**config.mk**
```make
export PLATFORM = sky130hd
export DESIGN_NAME = trigger_multistage_flat
export DESIGN_NICKNAME = d
export VERILOG_FILES = /design/src/rtl/trigger_multistage_pkg.sv /design/src/rtl/trigger_multistage_if.sv /design/src/rtl/trigger_multistage_stage.sv /design/src/rtl/trigger_multistage.sv /design/src/flat_wrapper.sv
export SDC_FILE = /design/constraint.sdc
export NUM_CORES = 1
export LEC_CHECK = 0
export CAP_MARGIN = 15
export CORE_MARGIN = 2
export CORE_UTILIZATION = 30
export DETAILED_ROUTE_END_ITERATION = 7
export PLACE_DENSITY = 0.43
export REMOVE_ABC_BUFFERS = 1
export SYNTH_ARGS = -nofsm -noshare
export SYNTH_HDL_FRONTEND = slang
export SYNTH_HIERARCHICAL = 1
export SYNTH_SLANG_ARGS = --single-unit
export TNS_END_PERCENT = 5
```
**constraint.sdc**
```tcl
create_clock -name system_clock -period 10.6 [get_ports system_clock]
set_clock_uncertainty 0.2 [all_clocks]
set_input_delay 1.06 -clock system_clock [delete_from_list [all_inputs] [get_ports system_clock]]
set_output_delay 1.06 -clock system_clock [all_outputs]
set_load 0.02 [all_outputs]
```
**src/rtl/trigger_multistage_pkg.sv**
```systemverilog
// Shared types and config-word layout for the multi-stage capture trigger.
package trigger_pkg;

  typedef enum logic [1:0] {
    CFG_MASK   = 2'd0,
    CFG_VALUE  = 2'd1,
    CFG_CONFIG = 2'd2,
    CFG_RSVD   = 2'd3
  } cfg_sel_e;

  localparam int CFG_DELAY_LSB  = 0;
  localparam int CFG_LEVEL_LSB  = 16;
  localparam int CFG_START_BIT  = 27;
  localparam int CFG_EDGE_BIT   = 28;
  localparam int CFG_ENABLE_BIT = 31;

  typedef struct packed {
    logic        enable;
    logic        edge_mode;
    logic        start;
    logic [1:0]  level;
    logic [15:0] delay;
  } stage_cfg_t;

endpackage

```
**src/rtl/trigger_multistage_if.sv**
```systemverilog
// Config write bus and sample stream feeding the multi-stage trigger.
interface trigger_multistage_if #(
  parameter int SAMPLE_WIDTH = 8,
  parameter int NUM_STAGES   = 4
);
  localparam int STAGE_W = (NUM_STAGES > 1) ? $clog2(NUM_STAGES) : 1;

  logic                    cfg_wr;
  logic [STAGE_W-1:0]      cfg_stage;
  logic [1:0]              cfg_sel;
  logic [31:0]             cfg_data;
  logic                    valid;
  logic [SAMPLE_WIDTH-1:0] data_in;

  modport master (output cfg_wr, cfg_stage, cfg_sel, cfg_data, valid, data_in);
  modport slave  (input  cfg_wr, cfg_stage, cfg_sel, cfg_data, valid, data_in);
endinterface

```
**src/rtl/trigger_multistage_stage.sv**
```systemverilog
// One trigger stage: mask/value/config registers, match/edge detect and a
// delay counter that reports a fire on the sample where the delay completes.
module trigger_stage
  import trigger_pkg::*;
#(
  parameter int SAMPLE_WIDTH = 8,
  parameter int DELAY_WIDTH  = 16,
  parameter bit IS_FIRST     = 1'b0
) (
  input  logic                    system_clock,
  input  logic                    ext_reset_n,
  input  logic                    clear,
  input  logic                    arm,
  input  logic                    armed,
  input  logic                    cancel,
  input  logic                    valid,
  input  logic [SAMPLE_WIDTH-1:0] data_in,
  input  logic [1:0]              level,
  input  logic                    wr_mask,
  input  logic                    wr_value,
  input  logic                    wr_cfg,
  input  logic [SAMPLE_WIDTH-1:0] wr_data,
  input  stage_cfg_t              wr_cfg_word,
  output logic                    fire,
  output logic                    start
);

  // Stage 0 defaults to enable|start so an unconfigured trigger fires at once.
  localparam stage_cfg_t RESET_CFG = '{
    enable: IS_FIRST, edge_mode: 1'b0, start: IS_FIRST, level: 2'd0, delay: 16'd0
  };

  logic [SAMPLE_WIDTH-1:0] mask, value;
  stage_cfg_t              cfg;
  logic                    pending, prev_cond;
  logic [DELAY_WIDTH-1:0]  count;

  logic                    data_cond, match, eval;
  logic [DELAY_WIDTH-1:0]  count_next, delay;

  assign delay      = cfg.delay[DELAY_WIDTH-1:0];
  assign data_cond  = ((data_in ^ value) & mask) == '0;
  assign match      = cfg.enable && (cfg.level == level) && data_cond &&
                      (!cfg.edge_mode || !prev_cond);
  assign eval       = valid && armed;
  assign count_next = count + DELAY_WIDTH'(1);
  assign fire       = eval && (pending ? (count_next == delay)
                                       : (match && (delay == '0)));
  assign start      = cfg.start;

  // NOTE: config is a handful of flops with defined reset values, not a RAM,
  // so it is reset like any other state.
  always_ff @(posedge system_clock or negedge ext_reset_n) begin
    if (!ext_reset_n) begin
      mask  <= '0;
      value <= '0;
      cfg   <= RESET_CFG;
    end else begin
      if (wr_mask)  mask  <= wr_data;
      if (wr_value) value <= wr_data;
      if (wr_cfg)   cfg   <= wr_cfg_word;
    end
  end

  // Edge history tracks the data condition only, independent of level.
  always_ff @(posedge system_clock or negedge ext_reset_n) begin
    if (!ext_reset_n) begin
      pending   <= 1'b0;
      count     <= '0;
      prev_cond <= 1'b0;
    end else if (clear || arm) begin
      pending   <= 1'b0;
      count     <= '0;
      prev_cond <= 1'b0;
    end else if (eval) begin
      prev_cond <= data_cond;
      if (cancel || fire) begin
        pending <= 1'b0;
      end else if (pending) begin
        count <= count_next;
      end else if (match) begin
        pending <= 1'b1;
        count   <= '0;
      end
    end
  end

endmodule

```
**src/rtl/trigger_multistage.sv**
```systemverilog
// Multi-stage capture trigger: config decode, fire arbitration, level, run and armed.
module trigger_multistage
  import trigger_pkg::*;
#(
  parameter int SAMPLE_WIDTH = 8,
  parameter int NUM_STAGES   = 4,
  parameter int DELAY_WIDTH  = 16
) (
  input  logic                  system_clock,
  input  logic                  ext_reset_n,
  input  logic                  clear,
  input  logic                  arm,
  trigger_multistage_if.slave   bus,
  output logic                  run,
  output logic                  armed,
  output logic [1:0]            level,
  output logic [NUM_STAGES-1:0] stage_hit
);

  localparam int STAGE_W = (NUM_STAGES > 1) ? $clog2(NUM_STAGES) : 1;

  stage_cfg_t            cfg_word;
  logic [NUM_STAGES-1:0] fire_vec, start_vec;
  logic                  any_fire, any_start, cancel;
  logic                  unused_cfg_bits;

  // NOTE: every field gets a default first so no latch is inferred.
  always_comb begin
    cfg_word           = '0;
    cfg_word.enable    = bus.cfg_data[CFG_ENABLE_BIT];
    cfg_word.edge_mode = bus.cfg_data[CFG_EDGE_BIT];
    cfg_word.start     = bus.cfg_data[CFG_START_BIT];
    cfg_word.level     = bus.cfg_data[CFG_LEVEL_LSB +: 2];
    cfg_word.delay     = 16'(bus.cfg_data[CFG_DELAY_LSB +: DELAY_WIDTH]);
  end

  assign unused_cfg_bits = ^{bus.cfg_data[26:18], bus.cfg_data[30:29]};

  for (genvar i = 0; i < NUM_STAGES; i++) begin : g_stage
    logic stage_sel;
    assign stage_sel = bus.cfg_wr && !armed && (bus.cfg_stage == STAGE_W'(i));

    trigger_stage #(
      .SAMPLE_WIDTH(SAMPLE_WIDTH),
      .DELAY_WIDTH (DELAY_WIDTH),
      .IS_FIRST    (i == 0)
    ) u_stage (
      .system_clock(system_clock),
      .ext_reset_n (ext_reset_n),
      .clear       (clear),
      .arm         (arm),
      .armed       (armed),
      .cancel      (cancel),
      .valid       (bus.valid),
      .data_in     (bus.data_in),
      .level       (level),
      .wr_mask     (stage_sel && (bus.cfg_sel == CFG_MASK)),
      .wr_value    (stage_sel && (bus.cfg_sel == CFG_VALUE)),
      .wr_cfg      (stage_sel && (bus.cfg_sel == CFG_CONFIG)),
      .wr_data     (bus.cfg_data[SAMPLE_WIDTH-1:0]),
      .wr_cfg_word (cfg_word),
      .fire        (fire_vec[i]),
      .start       (start_vec[i])
    );
  end

  // A start fire takes precedence; otherwise any fire advances one level.
  assign any_fire  = |fire_vec;
  assign any_start = |(fire_vec & start_vec);
  assign cancel    = any_fire && !any_start;

  // NOTE: sequential state uses non-blocking assignments only.
  always_ff @(posedge system_clock or negedge ext_reset_n) begin
    if (!ext_reset_n) begin
      run       <= 1'b0;
      armed     <= 1'b0;
      level     <= 2'd0;
      stage_hit <= '0;
    end else if (clear) begin
      run       <= 1'b0;
      armed     <= 1'b0;
      level     <= 2'd0;
      stage_hit <= '0;
    end else if (arm) begin
      run       <= 1'b0;
      armed     <= 1'b1;
      level     <= 2'd0;
      stage_hit <= '0;
    end else begin
      stage_hit <= fire_vec;
      if (any_start) begin
        run   <= 1'b1;
        armed <= 1'b0;
      end else if (any_fire && (level != 2'd3)) begin
        level <= level + 2'd1;
      end
    end
  end

endmodule

```
**src/flat_wrapper.sv**
```systemverilog
// flat-port wrapper written by rule: the top's interface ports become plain ports
module trigger_multistage_flat import trigger_pkg::*;
#(
  parameter int SAMPLE_WIDTH = 8,
  parameter int NUM_STAGES   = 4,
  parameter int DELAY_WIDTH  = 16
)
  (system_clock, ext_reset_n, clear, arm, run, armed, level, stage_hit, bus_cfg_wr, bus_cfg_stage, bus_cfg_sel, bus_cfg_data, bus_valid, bus_data_in);
  trigger_multistage_if #(.SAMPLE_WIDTH(SAMPLE_WIDTH), .NUM_STAGES(NUM_STAGES)) bus_i ();
  input  logic system_clock;
  input  logic ext_reset_n;
  input  logic clear;
  input  logic arm;
  output logic run;
  output logic armed;
  output logic [1:0] level;
  output logic [NUM_STAGES-1:0] stage_hit;
  input wire logic [$bits(bus_i.cfg_wr)-1:0] bus_cfg_wr;
  input wire logic [$bits(bus_i.cfg_stage)-1:0] bus_cfg_stage;
  input wire logic [$bits(bus_i.cfg_sel)-1:0] bus_cfg_sel;
  input wire logic [$bits(bus_i.cfg_data)-1:0] bus_cfg_data;
  input wire logic [$bits(bus_i.valid)-1:0] bus_valid;
  input wire logic [$bits(bus_i.data_in)-1:0] bus_data_in;
  assign bus_i.cfg_wr = bus_cfg_wr;
  assign bus_i.cfg_stage = bus_cfg_stage;
  assign bus_i.cfg_sel = bus_cfg_sel;
  assign bus_i.cfg_data = bus_cfg_data;
  assign bus_i.valid = bus_valid;
  assign bus_i.data_in = bus_data_in;
  trigger_multistage #(.SAMPLE_WIDTH(SAMPLE_WIDTH), .NUM_STAGES(NUM_STAGES), .DELAY_WIDTH(DELAY_WIDTH)) u_core (.system_clock(system_clock), .ext_reset_n(ext_reset_n), .clear(clear), .arm(arm), .bus(bus_i), .run(run), .armed(armed), .level(level), .stage_hit(stage_hit));
endmodule
```
# Yosys cells after proc, flatten, opt, wreduce, memory -nomap -nowiden

Index checks and enable logic that the tools add are counted.
W data, S select, Z words.

Bits in registers: 228
Input bits: 50
Output and inout bits: 8
Word-level logic and storage cells: 224

$add $sub $neg: 5
Eq/ne operators: 19
Mux-type cells: 64
Bitwise logic cells: 9
Reductions and logical operators: 83

Operator list:

| cell                    | count |
|---|---|
| $mux W16                | 20 |
| $add A16 B1 Y16 const B | 4 |
| $eq A16 B16 Y1          | 4 |
| $logic_not A16 Y1       | 4 |
| $logic_and A1 B1 Y1     | 40 |
| $mux W1                 | 38 |
| $and A8 B8 Y8           | 4 |
| $logic_not A8 Y1        | 4 |
| $xor A8 B8 Y8           | 4 |
| $reduce_bool A3 Y1      | 6 |
| $reduce_and A3 Y1       | 4 |
| $logic_not A1 Y1        | 10 |
| $logic_or A1 B1 Y1      | 9 |
| $eq A2 B2 Y1            | 4 |
| $mux W2                 | 4 |
| $mux W4                 | 2 |
| $reduce_or A4 Y1        | 2 |
| $eq A2 B2 Y1 const B    | 3 |
| $ne A2 B1 Y1 const B    | 3 |
| $and A4 B4 Y4           | 1 |
| $eq A2 B1 Y1 const B    | 2 |
| $logic_not A2 Y1        | 2 |
| $ne A2 B2 Y1 const B    | 2 |
| $ne A3 B3 Y1 const B    | 1 |
| other kinds (3)         | 3 |

# Logic depth before layout (Yosys ltp)

Depth in word-level cells: 16
Depth in mapped cells: 19
Gate-level depth less buffers: 17

# Cells and area by module

Netlist, hierarchy kept.

Modules (own cells, without submodules):

| module                                         | instances | cells each | area each (um2) | seq. area each (um2) |
|---|---|---|---|---|
| trigger_stage at u_core.g_stage[1].u_stage ... | 2         | 322        | 3230.6          | 1376.3 |
| trigger_stage at u_core.g_stage[0].u_stage     | 1         | 322        | 3233.1          | 1378.8 |
| trigger_stage at u_core.g_stage[3].u_stage     | 1         | 294        | 3193.1          | 1376.3 |
| trigger_multistage                             | 1         | 47         | 450.4           | 200.2 |

# Least setup slack after synthesis

OpenSTA, ideal clock, no wires.

Kind: reg-to-reg
From: reg u_core.g_stage[2].u_stage.count[1]
To: reg u_core.g_stage[0].u_stage.count[10]
Library setup time: 0.124 ns
Arrival: 3.628 ns
Required time: 10.276 ns
Setup slack: 6.648 ns
Cell stages (with the launch flop): 19
Buffers on the path: 1
Period minus slack after synthesis: 3.952 ns
Cell sequence: dfrtp_1 ha_1 nand4_1 o31ai_1 a21o_1 o311ai_0 or3_1 nor4_1 a21oi_1 nor2_1 a22oi_1 nand2_1 nor2_1 nor2_1 and4b_1 a21oi_4 and2_1 buf_4 a211o_1

Longest elaborated chain between the ends: 11

RTL lines:

| what                                 | RTL line                       | source |
|---|---|---|
| start: declaration                   | trigger_multistage_stage.sv:36 | `logic [DELAY_WIDTH-1:0] count;` |
| start signal: assignment             | trigger_multistage_stage.sv:80 | `count <= count_next;` |
| $add A16 B1 Y16 *                    | trigger_multistage_stage.sv:46 | `assign count_next = count + DELAY_WIDTH'(1);` |
| $eq A16 B16 Y1 *                     | trigger_multistage_stage.sv:47 | `assign fire = eval && (pending ? (count_next == delay)` |
| $mux W1 *                            | trigger_multistage_stage.sv:47 |  |
| $logic_and A1 B1 Y1 *                | trigger_multistage_stage.sv:47 |  |
| named net u_core.fire_vec[2]         | trigger_multistage.sv:23       | `logic [NUM_STAGES-1:0] fire_vec, start_vec;` |
| $and A4 B4 Y4                        | trigger_multistage.sv:69       | `assign any_start = \|(fire_vec & start_vec);` |
| $reduce_or A4 Y1                     | trigger_multistage.sv:69       |  |
| $logic_not A1 Y1                     | trigger_multistage.sv:70       | `assign cancel = any_fire && !any_start;` |
| $logic_and A1 B1 Y1 *                | trigger_multistage.sv:70       |  |
| named net u_core.cancel              | trigger_multistage.sv:24       | `logic any_fire, any_start, cancel;` |
| $logic_or A1 B1 Y1 *                 | trigger_multistage_stage.sv:77 | `if (cancel \|\| fire) begin` |
| $ne A2 B2 Y1 (no source line) *      | --                             |  |
| $reduce_and A3 Y1 (no source line) * | --                             |  |
| end signal: assignment               | trigger_multistage_stage.sv:80 |  |
| end: declaration                     | trigger_multistage_stage.sv:36 |  |

Mark *: on every way through the listed nets, which the timed path passes. The rest lies on a longest branch.
A chain may end at the register's enable or synchronous reset.

# Worst setup path after layout

From: reg u_core.g_stage[1].u_stage.count[0]
To: reg u_core.g_stage[0].u_stage.count[9]

Longest elaborated chain between the ends: 11

RTL lines:

| what                                 | RTL line |
|---|---|
| start: declaration                   | trigger_multistage_stage.sv:36 |
| start signal: assignment             | trigger_multistage_stage.sv:80 |
| $add A16 B1 Y16 *                    | trigger_multistage_stage.sv:46 |
| $eq A16 B16 Y1 *                     | trigger_multistage_stage.sv:47 |
| $mux W1 *                            | trigger_multistage_stage.sv:47 |
| $logic_and A1 B1 Y1 *                | trigger_multistage_stage.sv:47 |
| named net u_core.fire_vec[1]         | trigger_multistage.sv:23 |
| $and A4 B4 Y4                        | trigger_multistage.sv:69 |
| $reduce_or A4 Y1                     | trigger_multistage.sv:69 |
| $logic_not A1 Y1                     | trigger_multistage.sv:70 |
| $logic_and A1 B1 Y1 *                | trigger_multistage.sv:70 |
| named net u_core.cancel              | trigger_multistage.sv:24 |
| $logic_or A1 B1 Y1 *                 | trigger_multistage_stage.sv:77 |
| $ne A2 B2 Y1 (no source line) *      | -- |
| $reduce_and A3 Y1 (no source line) * | -- |

Marks and branches as above.

==> impl_metrics.yaml <==
floorplan:
  die_h_um: 215
  coreArea_mm2: 0.0440
  row_count: 77
  pin_count: 58
  die_x_um: 215
  start_util: 0.303
  die_area_mm2: 0.0462
grt:
  grt_max_degree: 116
  antenna_found_initial: 2
  grt_pass1_vias: 10300
  grt_overflow: 0
  grt_usage: 0.169
  grt_pass1_wl_um: 61900
placement:
  port_buffers: 46
  dp_hpwl_um: 27300
  gp_congestion: 0.868
logic_synthesis:
  yosys_warnings: 6
  synth-seq-cells: 228
  synth_top_area_share: 0.424
  synth_area_per_cell_um2: 10.2
  synth_edf_count: 0
  yosysTopAreaCell: "dfrtp_1"
  yosysSeqAreaShare: 0.428
  synthFlopType: "dfrtp_1"
  synth_cell_types: 78
  synth_area_leaders: "dfrtp_1 42%, mux2_2 12%, xor2_1 3.9%"
  synth_common_cells: "226 x dfrtp_1, 147 x mux2_2, 84 x nand2_1, 74 x nand3_1, 68 x nor2_1"
  synth_most_common_cell: "dfrtp_1"
  async_flop_share: 1.00
  netlist_instances: 1307
  syn-cell-area_mm2: 0.0133
power_and_ir_drop:
  power.density_mw_per_mm2: 168
  pwr-share-clk: 0.391
  leakage_nw: 6.11
  report.power.total_w: 0.00257
  p_sw_frac: 0.286
  pwr-share-seq: 0.440
  peakVddDrop_mv: 0.129
  pwr-share-comb: 0.169
  internal_power_w: 0.00183
  p_switching_w: 0.000734
timing:
  tightest_slew_ns: 0.955
  drv_slew: 0
  fmax_mhz: 188
  rsz0062_at_grt: "no"
  finalSetupViolations: 0
  finalCritPeriodShare: 0.501
  final.min_clock_period_ns: 5.32
  hold_viol_final: 0
  slew-limit-headroom: 0.363
  tns_ns: 0
route:
  drt-pass1-iter-count: 7
  antenna_left: 0
  drtIter0Drc: 610
  vias_per_cell: 5.33
  totalWireLength_um: 39200
  drc: 0
  wl_per_cell_um: 20.2
  num_vias: 10300
clocking:
  cts.sinks: 228
  cts_tree: "built"
  postCtsSetupBuffers: 0
  clk_latency_ns: 0.58
  cts.clk_slew.worst_paths_ns: 0.06
  htree_levels: 1
  hold_buffers: 0
  root_buffer: "clkbuf_16"
  clk_path_buf_depth: 3
  ctsResizeCount: 0
  cts-buffers-inserted: 29
outcome:
  outcome: "finished clean"
final_layout:
  layout.nets: 1381
  drive_gt1_frac: 0.189
  regArea_mm2: 0.00571
  multi_input_area_mm2: 0.00719
  num-fill-cells: 4469
  area_growth_pct: 14.4
setup_path:
  critPathRequiredTime_ns: 10.91
  worstPathArrival_ns: 5.63
  path_max_fanout: 10
  crit_path_end_kind: "flip-flop"
  r2r_slack_ns: 5.28
  criticalPathCategory: "reg2reg"
  cp-start-kind: "flip-flop"
hold_path:
  hp-class: "reg2reg"
run:
  drv_cap: 0
## path summary, 6_finish.rpt
path,start,endpoint,depth (start not counted)
min,u_core/g_stage[2].u_stage/cfg[20]$_DFFE_PN0P_,u_core/g_stage[2].u_stage/cfg[20]$_DFFE_PN0P_,1
max in group asynchronous,ext_reset_n,u_core/g_stage[1].u_stage/count[3]$_DFFE_PN0P_,2
max reg2reg,u_core/g_stage[1].u_stage/count[0]$_DFFE_PN0P_,u_core/g_stage[0].u_stage/count[9]$_DFFE_PN0P_,16
min in group asynchronous,ext_reset_n,u_core/g_stage[3].u_stage/value[3]$_DFFE_PN0P_,1
min reg2reg,u_core/g_stage[2].u_stage/cfg[20]$_DFFE_PN0P_,u_core/g_stage[2].u_stage/cfg[20]$_DFFE_PN0P_,1
max,u_core/g_stage[1].u_stage/count[0]$_DFFE_PN0P_,u_core/g_stage[0].u_stage/count[9]$_DFFE_PN0P_,16
## worst max-delay path, stage by stage, from the launching register on
cell	delay, ns
dfrtp_1	0.55
ha_1	0.39
nand4_1	0.24
o31ai_1	0.39
a21o_1	0.20
o311ai_0	0.13
or3_1	0.36
nor4_1	0.38
a21oi_1	0.14
nor2_1	0.30
nor4_2	0.10
nor2_1	0.45
nor2_1	0.17
and4b_1	0.27
a21oi_4	0.29
and2_1	0.48
a211o_1	0.21
## cell usage in the layout (no fill, tap or decap), drive strengths merged, types with 6 or more instances in the layout
master and count:
a211o 12, a21o 21, a21oi 35, a22oi 18, a31o 7, a31oi 9
a32o 6, and2 31, and3 16, and4 7, buf 12, clkbuf 42
clkdlybuf4s50 45, clkinv 6, dfrtp 226, inv 26, mux2 147, nand2 84
nand2b 19, nand3 82, nand4 57, nor2 68, nor2b 7, nor3 20
nor4 34, o2111ai 7, o211ai 7, o21ai 47, o221ai 7, o311ai 12
o31ai 10, or2 7, or3 31, or4 16, xnor2 37, xor2 60
## cell families after synthesis
kind of cell / Yosys count / share of synthesized area
simple gates: 506 / 0.221
compound gates: 226 / 0.123
flops: 228 / 0.428
xor+xnor: 97 / 0.0637
buf+inv: 95 / 0.0341
fa+ha+maj: 5 / 0.00469
mux: 150 / 0.126
## registers in the layout, summed over array words and instances (netlist names), 4 cells and up
name / flops
u_core/g_stage.u_stage/prev_cond: 4
u_core/g_stage.u_stage/value: 32
u_core/g_stage.u_stage/pending: 4
u_core/g_stage.u_stage/start: 4
u_core/g_stage.u_stage/count: 64
u_core/g_stage.u_stage/cfg: 16
u_core/g_stage.u_stage/delay: 64
u_core/stage_hit: 4
u_core/g_stage.u_stage/mask: 32
## power groups by stage
stage | clock network, W | registers (W) | logic [W]
final | 0.00100 | 0.00113 | 0.000434
after floorplan | 0 | 0.00110 | 0.000315
after global placement | 0 | 0.00114 | 0.000434
after global routing | 0.00108 | 0.00115 | 0.000481
after detailed placement | 0 | 0.00115 | 0.000438
after CTS | 0.00104 | 0.00113 | 0.000441
## stage by stage
step | area (um2) | hold WS (ns) | util | instances | setup slack (ns)
finish | 15300 | 0.308 | 0.346 | 1940 | 5.28
global route | 15300 | 0.318 | 0.346 | 1939 | 4.82
CTS | 15200 | 0.309 | 0.346 | 1937 | 5.25
detailed placement | 14300 | 0.296 | 0.324 | 1885 | 5.00
global placement | 14300 | 0.289 | 0.324 | 1885 | 4.97
floorplan | 13000 | 0.280 | - | 1237 | 6.64
## routing by layer
layer | global-route usage | up-vias | part of all wire
li1 | - | 4924 | -
met1 | 0.233 | 5197 | 0.47
met2 | 0.280 | 186 | 0.47
met3 | 0.0297 | 34 | 0.048
met4 | 0.0319 | 2 | 0.012
met5 | 0 | - | 0.00033
## cell type report
cell class / count / area share
diodes: 1 / 0.000164
clock buffers: 41 / 0.0551
clock inverters: 11 / 0.00845
inverters: 25 / 0.00615
multi-input cells: 984 / 0.471
flip-flops and latches: 228 / 0.374
well taps: 592 / 0.0486
repair buffers: 58 / 0.0363
Note: power is estimated with default switching activity, not from simulation.
